## src/rtl/rr_decode_arbiter_pkg.sv

```systemverilog
// Shared types and constants for the round-robin decode arbiter.
// The state encoding and the reset owner value are also imported by the bench.
package rr_decode_arbiter_pkg;

    typedef enum logic {
        ST_IDLE  = 1'b0,
        ST_GRANT = 1'b1
    } state_t;

    // Reset owner of 3 makes req[0] the highest priority after reset.
    localparam logic [1:0] LAST_OWNER_RST = 2'd3;

    // First set request searching last+1, last+2, ... modulo 4.
    // The loop runs from lowest to highest priority so the last hit wins.
    function automatic logic [1:0] rr_pick(input logic [3:0] req, input logic [1:0] last);
        logic [1:0] idx;
        rr_pick = 2'd0;
        for (int k = 4; k >= 1; k--) begin
            idx = last + 2'(k);
            if (req[idx]) rr_pick = idx;
        end
    endfunction

endpackage

```

## src/rtl/rr_decode_arbiter_decoder_2to4_en.sv

```systemverilog
// 2-to-4 one-hot decoder with enable; all outputs low when disabled.
module decoder_2to4_en (
    input  logic addr0,
    input  logic addr1,
    input  logic enable,
    output logic out0,
    output logic out1,
    output logic out2,
    output logic out3
);
    assign out0 = enable & ~addr1 & ~addr0;
    assign out1 = enable & ~addr1 &  addr0;
    assign out2 = enable &  addr1 & ~addr0;
    assign out3 = enable &  addr1 &  addr0;
endmodule

```

## src/rtl/rr_decode_arbiter.sv

```systemverilog
// Round-robin arbiter holding a one-hot grant while the owner keeps requesting.
// Define RR_DECODE_ARBITER_TIMEOUT_EN to force release after MAX_HOLD cycles when others wait.
module rr_decode_arbiter
    import rr_decode_arbiter_pkg::*;
#(
    parameter int MAX_HOLD = 16,
    parameter int HOLD_W   = 8
) (
    input  logic       clk,
    input  logic       reset,
    input  logic [3:0] req,
    output logic [3:0] grant,
    output logic [1:0] grant_addr,
    output logic       grant_valid,
    output logic [1:0] last_owner
);
    state_t     r_state, w_state_next;
    logic [3:0] r_grant;
    logic [1:0] r_grant_addr, r_last_owner;
    logic       w_timeout, w_release, w_valid_next;
    logic [1:0] w_addr_next;
    logic [3:0] w_dec;

    generate
        if (MAX_HOLD < 1 || MAX_HOLD > 255 || (1 << HOLD_W) <= MAX_HOLD) begin : g_bad_param
            $error("rr_decode_arbiter: illegal MAX_HOLD/HOLD_W");
        end
    endgenerate

`ifdef RR_DECODE_ARBITER_TIMEOUT_EN
    localparam logic [HOLD_W-1:0] HOLD_MAX = HOLD_W'(MAX_HOLD);
    logic [HOLD_W-1:0] r_hold, w_hold_inc;

    // w_hold_inc is the number of grant cycles completed at this edge.
    assign w_hold_inc = (r_hold == HOLD_MAX) ? HOLD_MAX : r_hold + HOLD_W'(1);
    assign w_timeout  = (r_state == ST_GRANT) && (w_hold_inc == HOLD_MAX) && |(req & ~r_grant);

    always_ff @(posedge clk) begin
        if (reset || r_state == ST_IDLE) r_hold <= '0;
        else                             r_hold <= w_hold_inc;
    end
`else
    assign w_timeout = 1'b0;
`endif

    assign w_release = (r_state == ST_GRANT) && (!req[r_grant_addr] || w_timeout);

    always_ff @(posedge clk) begin
        if (reset) r_state <= ST_IDLE;
        else       r_state <= w_state_next;
    end

    always_comb begin
        w_state_next = r_state;
        case (r_state)
            ST_IDLE:  if (|req)     w_state_next = ST_GRANT;
            ST_GRANT: if (w_release) w_state_next = ST_IDLE;
            default:  w_state_next = ST_IDLE;
        endcase
    end

    // Release always passes through IDLE, so a new owner is never picked in GRANT.
    always_comb begin
        w_valid_next = (w_state_next == ST_GRANT);
        w_addr_next  = 2'd0;
        if (r_state == ST_IDLE) begin
            if (|req) w_addr_next = rr_pick(req, r_last_owner);
        end else if (!w_release) begin
            w_addr_next = r_grant_addr;
        end
    end

    decoder_2to4_en u_dec (
        .addr0  (w_addr_next[0]),
        .addr1  (w_addr_next[1]),
        .enable (w_valid_next),
        .out0   (w_dec[0]),
        .out1   (w_dec[1]),
        .out2   (w_dec[2]),
        .out3   (w_dec[3])
    );

    always_ff @(posedge clk) begin
        if (reset) begin
            r_grant      <= 4'b0000;
            r_grant_addr <= 2'd0;
            r_last_owner <= LAST_OWNER_RST;
        end else begin
            r_grant      <= w_dec;
            r_grant_addr <= w_addr_next;
            if (w_release) r_last_owner <= r_grant_addr;
        end
    end

    assign grant       = r_grant;
    assign grant_addr  = r_grant_addr;
    assign grant_valid = (r_state == ST_GRANT);
    assign last_owner  = r_last_owner;

endmodule
```

## config.mk

```make
export PLATFORM = sky130hd
export DESIGN_NAME = rr_decode_arbiter
export DESIGN_NICKNAME = d
export VERILOG_FILES = /design/src/rtl/rr_decode_arbiter_pkg.sv /design/src/rtl/rr_decode_arbiter_decoder_2to4_en.sv /design/src/rtl/rr_decode_arbiter.sv
export SDC_FILE = /design/constraint.sdc
export NUM_CORES = 1
export LEC_CHECK = 0
export CELL_PAD_IN_SITES_DETAIL_PLACEMENT = 0
export CELL_PAD_IN_SITES_GLOBAL_PLACEMENT = 2
export CORE_MARGIN = 8
export CORE_UTILIZATION = 26
export DETAILED_ROUTE_END_ITERATION = 16
export MAX_ROUTING_LAYER = met4
export PLACE_DENSITY = 0.8
export RECOVER_POWER = 100
export SYNTH_ARGS = -nofsm -noshare
export SYNTH_HDL_FRONTEND = slang
export SYNTH_SLANG_ARGS = --single-unit
```

## constraint.sdc

```tcl
create_clock -name clk -period 3.04 [get_ports clk]
set_input_delay 0.608 -clock clk [delete_from_list [all_inputs] [get_ports clk]]
set_output_delay 0.608 -clock clk [all_outputs]
set_load 0.01 [all_outputs]
```

==> out/qor.yml <==
setup_viol: 0
max_cap_violations: 0
drtIter0Drc: 2
fmax_mhz: 471
fin_skew_ps: 0.607
slew_violations: 0
cts_buffer_depth: 2
io_pins: 15
end_kind: "register"
avgSynthCellArea_um2: 9.26
layout_commonest_cell: "dlygate4sd3_1"
post_drt_wl_per_cell_um: 12.5
grt_usage_pct: 7.44
rows: 15
required_ps: 3240
critPathMaxFanout: 8
cts_tree: "yes"
dr.pass1.iters: 2
drt-total-wl_mm: 1.16
fin_setup_tns_ps: 0
finalNonFillerCells: 93
start_util_pct: 27.1
coreArea_um2: 1710
antenna_cells: 0
synth_area_um2: 463
rsz0062_at_grt: "no"
ys_ff_latch: 9
first_global_vias: 416
timing.hold.ws_ps: 609
ys_seq_area_share_pct: 38.9
cts.sink_count: 9
syn_to_final_growth_pct: 42.7
routabilityCongestion: 0.802
hold_viol_final: 0
fp.dieArea_um2: 3390
synth_nets: 56
cts_root_buf: "clkbuf_4"
multiInputGateArea_um2: 279
fin_nets: 75
peakVddDrop_uv: 382
drive_gt1_share_pct: 8.82
ctsHoldBuffers: 0
status: "finished clean"
dp_cells: 89
grt_pass1_wl_mm: 1.95
finalCriticalPeriod_ps: 2120
ctsResizeCount: 0
final_antenna_net_count: 0
critical_path_class: "in2reg"
portBuffers: 14
overflow: 0
syn_inst: 50
cts_inserted_buffers: 3
chipWidth_um: 58.2
die_h_um: 58.2
grt_antenna_before_repair: 0
crit_arrival_ps: 2320
layout_common_cells: "dlygate4sd3_1 (10), dfxtp_1 (9), nand2b_1 (4), nand2_1 (4), clkdlybuf4s50_1 (4)"
via_count: 451
startpoint_type: "input pin"
post_drt_via_cell_ratio: 4.85
drcViolationCount: 0
path_clk_slew_ps: 60
grt_max_degree: 9
worstMarginPinSlew_ps: 403
yosysWarningCount: 0
hp-class: "reg2reg"
p_leak_nw: 0.255
insertion_delay_ps: 260
p_per_area_nw_per_um2: 467
cts_max_level: 1
finalCritPeriodShare_pct: 69.8
synth.distinct_cells: 27
seqCellArea_um2: 180
post_cts_buffers: 0
nFillCells: 185
slew_headroom_pct: 72.9
registers in the layout, indices dropped and copies added, names as in the netlist:
| signal | count |
|---|---|
| grant_valid | 1 |
| last_owner | 2 |
| grant_addr | 2 |
| grant | 4 |
critical path, cell delays in order:
cell and delay, ps:
dlygate4sd3_1 630, or2_0 230, a311oi_1 360, a21oi_1 190, and4bb_1 300
synthesized netlist by cell type:
master / count / area [um2]
a311oi_1: 1 / 8.76
a211oi_1: 3 / 22.5
a211o_1: 1 / 8.76
nor4b_1: 1 / 8.76
a211o_2: 1 / 10.0
mux2i_1: 1 / 10.0
a21oi_1: 2 / 10.0
nand3_1: 1 / 5.00
dfxtp_1: 9 / 180
o22ai_1: 1 / 6.26
nand2b_1: 4 / 25.0
or3_1: 1 / 6.26
inv_1: 1 / 3.75
mux2_2: 3 / 33.8
and4bb_1: 1 / 12.5
nand2_1: 4 / 15.0
nor4_1: 1 / 6.26
a21boi_0: 2 / 15.0
or2_0: 1 / 6.26
nor3b_1: 1 / 7.51
o31a_1: 1 / 8.76
nor4bb_1: 1 / 10.0
or2_1: 1 / 6.26
nor2_1: 3 / 11.3
nor2b_1: 2 / 12.5
o21bai_1: 1 / 7.51
nor3_1: 1 / 5.00
worst paths after layout:
path / start / to / slack [ps] / depth (start not counted)
worst max register to register: grant_addr[0] / grant[2] / 1490 / 4
worst max-delay path: req[1] / grant[2] / 920 / 5
worst min-delay path: last_owner[0] / last_owner[0] / 610 / 2
worst min register to register: last_owner[0] / last_owner[0] / 610 / 2
cells by family after synthesis:
group	share of synthesized area [%]
multiplexers	9.46
buffers and inverters	0.810
AND/OR/NAND/NOR	29.7
flip-flops	38.9
AO/OA/AOI/OAI	21.1
cell type report:
class / count / share of cell area [%]
multi-input combinational: 40 / 42.2
sequential: 9 / 27.3
inverter: 1 / 0.568
timing repair buffer: 14 / 21.2
clock buffer: 4 / 3.98
tap: 25 / 4.73
metal layers:
metal | global-route usage (%) | routed length (um) | vias up
met5 | - | 0 | -
met4 | 4.20 | 27 | 0
met3 | 2.21 | 68 | 2
met2 | 10.0 | 476 | 12
met1 | 9.55 | 591 | 209
li1 | - | - | 228
power by group:
| part | leakage, nW | switching (mW) | total [mW] | internal [mW] |
|---|---|---|---|---|
| logic | 0.166 | 0.0348 | 0.0771 | 0.0423 |
| registers | 0.0740 | 0.0118 | 0.141 | 0.129 |
| clock network | 0.0150 | 0.0402 | 0.0907 | 0.0505 |
| total | 0.255 | 0.0868 | 0.309 | 0.222 |
through the flow:
| step | worst slack (ps) | area [um2] | power, mW | util [%] |
|---|---|---|---|---|
| finish | 919 | 661 | 0.309 | 38.7 |
| floorplan | 1410 | 463 | 0.184 | - |
| global placement | 743 | 634 | 0.227 | 37.1 |
| global route | 758 | 661 | 0.330 | 38.7 |
| CTS | 1020 | 661 | 0.320 | 38.7 |
| detailed placement | 763 | 634 | 0.227 | 37.1 |
No activity file was read; power rests on OpenSTA's default activity.
